$ cat src/rtl/ntt_zeta_sched_if.sv
// ntt_zeta_sched_if: control, ROM-address and butterfly-descriptor bundle of the zeta scheduler.
interface ntt_zeta_sched_if;
   logic       start;
   logic       inverse;
   logic       stall;
   logic       rom_en;
   logic [7:0] rom_addr;
   logic       bf_valid;
   logic [7:0] bf_addr_a;
   logic [7:0] bf_addr_b;
   logic       bf_neg;
   logic [2:0] bf_layer;
   logic       busy;
   logic       done;

   modport master (
      output start, inverse, stall,
      input  rom_en, rom_addr, bf_valid, bf_addr_a, bf_addr_b, bf_neg, bf_layer, busy, done
   );

   modport slave (
      input  start, inverse, stall,
      output rom_en, rom_addr, bf_valid, bf_addr_a, bf_addr_b, bf_neg, bf_layer, busy, done
   );
endinterface

$ cat src/rtl/ntt_zeta_sched.sv
// ntt_zeta_sched: walks 8 layers x 128 butterflies of a 256-point ML-DSA NTT, driving the zeta ROM.
// Inverse transform support is built only when NTT_ZETA_SCHED_INTT_EN is defined.
module ntt_zeta_sched #(
   parameter int N_LOG2 = 8,
   parameter int ZW     = 23
) (
   input logic             clk,
   input logic             rst_n,
   ntt_zeta_sched_if.slave bus
);
   if (N_LOG2 != 8 || ZW < 1) begin : g_bad_param
      $error("ntt_zeta_sched supports only N_LOG2 = 8");
   end

   typedef enum logic [1:0] {IDLE, RUN, DRAIN, DONE} state_t;

   state_t     state, nxt;
   logic [2:0] layer;
   logic [6:0] b;
   logic       issue, last;
   logic [2:0] s;
   logic [8:0] len, grp, j;
   logic [7:0] rom_idx;

`ifdef NTT_ZETA_SCHED_INTT_EN
   logic mode, neg_q;
   always_comb begin
      s       = mode ? layer : 3'd7 - layer;
      grp     = {2'b00, b} >> s;
      rom_idx = mode ? 8'((9'd256 >> layer) - 9'd1 - grp) : 8'((9'd1 << layer) + grp);
   end
   assign bus.bf_neg = neg_q;
`else
   logic unused_inverse;
   assign unused_inverse = bus.inverse;
   always_comb begin
      s       = 3'd7 - layer;
      grp     = {2'b00, b} >> s;
      rom_idx = 8'((9'd1 << layer) + grp);
   end
   assign bus.bf_neg = 1'b0;
`endif

   // j interleaves the group number above the in-group offset, leaving a gap of len
   always_comb begin
      len   = 9'd1 << s;
      j     = (grp << (4'(s) + 4'd1)) | ({2'b00, b} & (len - 9'd1));
      issue = state == RUN && !bus.stall;
      last  = layer == 3'd7 && b == 7'd127;
      nxt   = state == IDLE  ? (bus.start ? RUN : IDLE) :
              state == RUN   ? (issue && last ? DRAIN : RUN) :
              state == DRAIN ? DONE : IDLE;
   end

   assign bus.rom_en   = issue;
   assign bus.rom_addr = state == RUN ? rom_idx : 8'd0;
   assign bus.busy     = state != IDLE;
   assign bus.done     = state == DONE;

   always_ff @(posedge clk or negedge rst_n)
      if (!rst_n) state <= IDLE;
      else        state <= nxt;

   always_ff @(posedge clk or negedge rst_n) begin
      if (!rst_n) begin
         layer         <= '0;
         b             <= '0;
         bus.bf_valid  <= 1'b0;
         bus.bf_addr_a <= '0;
         bus.bf_addr_b <= '0;
         bus.bf_layer  <= '0;
`ifdef NTT_ZETA_SCHED_INTT_EN
         mode          <= 1'b0;
         neg_q         <= 1'b0;
`endif
      end else begin
         bus.bf_valid <= issue;
         if (state == IDLE && bus.start) begin
            layer <= '0;
            b     <= '0;
`ifdef NTT_ZETA_SCHED_INTT_EN
            mode  <= bus.inverse;
`endif
         end
         if (issue) begin
            b             <= b + 7'd1;
            layer         <= b == 7'd127 ? layer + 3'd1 : layer;
            bus.bf_addr_a <= 8'(j);
            bus.bf_addr_b <= 8'(j + len);
            bus.bf_layer  <= layer;
`ifdef NTT_ZETA_SCHED_INTT_EN
            neg_q         <= mode;
`endif
         end
      end
   end
endmodule
$ cat src/flat_wrapper.sv
// flat-port wrapper written by rule: the top's interface ports become plain ports
module ntt_zeta_sched_flat 
#(
   parameter int N_LOG2 = 8,
   parameter int ZW     = 23
)
  (clk, rst_n, bus_start, bus_inverse, bus_stall, bus_rom_en, bus_rom_addr, bus_bf_valid, bus_bf_addr_a, bus_bf_addr_b, bus_bf_neg, bus_bf_layer, bus_busy, bus_done);
  ntt_zeta_sched_if bus_i ();
  input logic clk;
  input logic rst_n;
  input wire logic [$bits(bus_i.start)-1:0] bus_start;
  input wire logic [$bits(bus_i.inverse)-1:0] bus_inverse;
  input wire logic [$bits(bus_i.stall)-1:0] bus_stall;
  output wire logic [$bits(bus_i.rom_en)-1:0] bus_rom_en;
  output wire logic [$bits(bus_i.rom_addr)-1:0] bus_rom_addr;
  output wire logic [$bits(bus_i.bf_valid)-1:0] bus_bf_valid;
  output wire logic [$bits(bus_i.bf_addr_a)-1:0] bus_bf_addr_a;
  output wire logic [$bits(bus_i.bf_addr_b)-1:0] bus_bf_addr_b;
  output wire logic [$bits(bus_i.bf_neg)-1:0] bus_bf_neg;
  output wire logic [$bits(bus_i.bf_layer)-1:0] bus_bf_layer;
  output wire logic [$bits(bus_i.busy)-1:0] bus_busy;
  output wire logic [$bits(bus_i.done)-1:0] bus_done;
  assign bus_i.start = bus_start;
  assign bus_i.inverse = bus_inverse;
  assign bus_i.stall = bus_stall;
  assign bus_rom_en = bus_i.rom_en;
  assign bus_rom_addr = bus_i.rom_addr;
  assign bus_bf_valid = bus_i.bf_valid;
  assign bus_bf_addr_a = bus_i.bf_addr_a;
  assign bus_bf_addr_b = bus_i.bf_addr_b;
  assign bus_bf_neg = bus_i.bf_neg;
  assign bus_bf_layer = bus_i.bf_layer;
  assign bus_busy = bus_i.busy;
  assign bus_done = bus_i.done;
  ntt_zeta_sched #(.N_LOG2(N_LOG2), .ZW(ZW)) u_core (.clk(clk), .rst_n(rst_n), .bus(bus_i));
endmodule
$ cat config.mk
export PLATFORM = sky130hd
export DESIGN_NAME = ntt_zeta_sched_flat
export DESIGN_NICKNAME = d
export VERILOG_FILES = /design/src/rtl/ntt_zeta_sched_if.sv /design/src/rtl/ntt_zeta_sched.sv /design/src/flat_wrapper.sv
export SDC_FILE = /design/constraint.sdc
export NUM_CORES = 1
export LEC_CHECK = 0
export BUFFER_PORTS_ARGS = -buffer_cell sky130_fd_sc_hd__clkbuf_2
export CAP_MARGIN = 20
export CORE_UTILIZATION = 53
export DETAILED_ROUTE_END_ITERATION = 10
export PLACE_DENSITY = 0.77
export SYNTH_ARGS = -nofsm -noshare
export SYNTH_HDL_FRONTEND = slang
export SYNTH_SLANG_ARGS = --single-unit
$ cat constraint.sdc
create_clock -name clk -period 3.9 [get_ports clk]
set_input_delay 0.78 -clock clk [delete_from_list [all_inputs] [get_ports clk]]
set_output_delay 0.78 -clock clk [all_outputs]
set_load 0.02 [all_outputs]
==> flow_summary.json <==
{
  "final.period_utilization_pct": 101,
  "syn_inst": 338,
  "fmaxAchievable_mhz": 253,
  "yosys-mux-area-fraction_pct": 9.55,
  "final_slew_violations": 0,
  "power.density_nw_per_um2": 360,
  "diodes": 0,
  "clk_pin_slew_worst_paths_ns": 0.07,
  "place.gp.congestion": 0.885,
  "setup_ws_ns": -0.0496,
  "yosys_warnings": 0,
  "setup-violations-final": 1,
  "clockPowerShare_pct": 27.1,
  "wirelength_um": 7730,
  "drt_iter0_drc": 206,
  "holdWs_ns": 0.480,
  "dp.cells": 461,
  "root_buffer": "clkbuf_8",
  "grt_pass1_vias": 2550,
  "yosys.area_share.simple_pct": 21.8,
  "boundaryPins": 37,
  "height_of_the_die_um": 75.1,
  "number_of_cts_inserted_buffers": 5,
  "cts_max_path_buffers": 2,
  "yosys.area_share.adder_pct": 11.1,
  "antenna_found_initial": 0,
  "syn_avg_cell_area_um2": 8.37,
  "coreArea_um2": 5140,
  "grt_max_degree": 33,
  "design.final.nets": 433,
  "placement.cell_area_um2": 3310,
  "post_synthesis_to_final_layout_area_growth_pct": 27.1,
  "drcViolationCount": 0,
  "ys_ff_latch": 32,
  "worstSetupPathType": "flip-flop to output pin",
  "timing.critical_path.from_type": "flip-flop",
  "port-buffer-count": 34,
  "route.antenna.remaining_nets": 0,
  "filler_cell_count": 427,
  "power_frac_seq_pct": 35.0,
  "groute.usage.overall_pct": 29.5,
  "final_cells": 475,
  "layout.cells.most_common_list": "46 x buf_4, 45 x nand2_1, 31 x dfrtp_1",
  "syn-num-nets": 367,
  "final-hold-violation-count": 0,
  "globalRoute.totalOverflow": 0,
  "detailed_place_hpwl_um": 5800,
  "synth_seq_area_share_pct": 28.3,
  "final_non_filler_cell_area_um2": 3600,
  "route.detailed.vias_per_inst": 5.71,
  "rows": 26,
  "synth-main-ff-cell": "dfrtp_1",
  "run_status": "finished with violations",
  "synthXorXnorAreaFrac_pct": 5.13,
  "vias": 2713,
  "synth-edff-count": 0,
  "clock_latency_ns": 0.29,
  "post_synthesis_compound_gate_area_fraction_pct": 18.7,
  "clock_skew_ns": 0.00889,
  "cts.htree.levels": 2,
  "switchingPower_uw": 490,
  "drv_cap": 0,
  "final_core_util_pct": 70.0,
  "slew_headroom_pct": 46.4,
  "wire_per_inst_um": 16.3,
  "floorplan.die_area_um2": 5640,
  "start_util_pct": 55.1,
  "power.switching_fraction_pct": 37.9,
  "fraction_of_final_layout_cells_sized_beyond_drive_strength_1_pct": 31.4,
  "p_comb_share_pct": 37.9,
  "layout_min_cycle_time_ns": 3.95,
  "die_w_um": 75.1,
  "tritoncts": "yes",
  "cts.sink_count": 32,
  "worst_hold_path_type": "flip-flop to flip-flop",
  "crit_path_max_fanout": 4,
  "critPathCaptureType": "output pin",
  "synth_top_family_by_area": "simple AND/OR/NAND/NOR gates",
  "post_synth_num_cell_types": 60,
  "worst_ir_drop_vdd_v": 0.000351,
  "rsz0062_at_grt": "yes",
  "cts.hold.buffers_added": 0,
  "drt-pass1-iter-count": 4,
  "cp.required_ns": 3.12,
  "global_route_wire_length_before_repair_um": 12100,
  "data_arrival_time_of_the_critical_path_ns": 3.17,
  "worstMarginPinSlew_ns": 0.804,
  "int_power_uw": 804,
  "violations": "negative setup slack",
  "synth_async_reset_ratio_pct": 100,
  "layout_commonest_cell": "buf_4",
  "p_leak_uw": 0.00171,
  "synthesis.area_um2": 2830
}
## power groups by stage
| stage | logic, µW | clock network, µW | registers [µW] |
|---|---|---|---|
| final | 490 | 351 | 453 |
| after CTS | 489 | 357 | 452 |
| after global routing | 543 | 374 | 462 |
| after floorplan | 251 | 0 | 520 |
| after global placement | 476 | 0 | 455 |
| after detailed placement | 484 | 0 | 457 |
## synth_stat cells (5+ instances only)
cell type  count  share of area (%)
clkbuf_1      15                2.0
mux2_2         7                2.8
a21oi_1       13                2.3
inv_1         13                1.7
nor3_1         9                1.6
xnor2_1        9                2.8
nand3_1       13                2.3
ha_1          22                9.7
nand2_1       45                6.0
nand2b_1       6                1.3
a22o_1         5                1.5
dfrtp_1       32                 28
nor2_1        30                4.0
and2_1         7                1.5
o21ai_0       17                3.0
nor2b_1        6                1.3
xor2_1         5                1.5
o21ai_1        6                1.1
mux2i_1        9                3.2
## critical path: stages (launching register included)
cell and delay [ns]:
dfrtp_2 0.42, buf_6 0.14, mux2_4 0.29, mux4_2 0.54
ha_4 0.20, inv_2 0.05, fa_2 0.21, nor2b_2 0.06
o21bai_1 0.17, a21oi_2 0.08, o21a_1 0.19, or3_4 0.33
nand3_2 0.09, buf_8 0.11
## cell type report
class                   count  area, µm²  share of cell area [%]
well taps                  70       87.6                    2.43
clock inverters             1       30.0                   0.834
inverters                  15       56.3                    1.56
repair buffers             80        549                    15.3
flip-flops and latches     32        802                    22.3
clock buffers               7       96.3                    2.68
multi-input cells         270       1980                    54.9
## layer usage
metal	global-route usage [%]	share of wire, %	wire length (µm)
met1	38.7	44	3430
met2	49.3	47	3620
met3	4.95	7.0	538
met4	10.3	1.8	140
met5	0	0	0
## repair_timing
action                                  in CTS  in global routing
endpoints found under the setup margin       5                  6
buffers inserted                             6                  0
pin swaps                                    9                  4
gates resized for setup                     21                 12
## final timing paths
check,from,to,slack [ns],cells past startpoint
worst max register to register,u_core.layer[0],u_core.bus.bf_addr_b[7],0.10,14
min in group asynchronous,rst_n,u_core.bus.bf_addr_b[5],0.57,1
max in group asynchronous,rst_n,u_core.layer[0],2.76,1
worst min register to register,u_core.bus.bf_addr_a[0],u_core.bus.bf_addr_a[0],0.48,2
worst min-delay path,u_core.bus.bf_addr_a[0],u_core.bus.bf_addr_a[0],0.48,2
worst max-delay path,u_core.layer[0],bus_rom_addr[6],-0.05,13
## per-stage QoR
stage / total power (µW) / setup slack [ns] / TNS (ns)
CTS: 1300 / -0.0191 / -0.0191
floorplan: 771 / 0.116 / 0
global placement: 931 / -0.00883 / -0.00883
detailed placement: 942 / -0.0160 / -0.0166
finish: 1290 / -0.0496 / -0.0496
global route: 1380 / -0.134 / -0.285
## sequential cells by signal, indices dropped and copies added (netlist names), named ones only
signal / flops
u_core.bus.bf_valid: 1
u_core.state: 1
u_core.layer: 3
u_core.bus.bf_addr_b: 8
u_core.b: 7
u_core.bus.bf_addr_a: 8
u_core.bus.bf_layer: 3
## logic make-up after synthesis
logic type,count (synthesis)
flip-flops,32
adder cells (fa/ha/maj),24
AO/OA/AOI/OAI,76
AND/OR/NAND/NOR,132
other,1
buffers and inverters,36
multiplexers,22
XOR/XNOR,15
(Power assumes the default switching activity.)
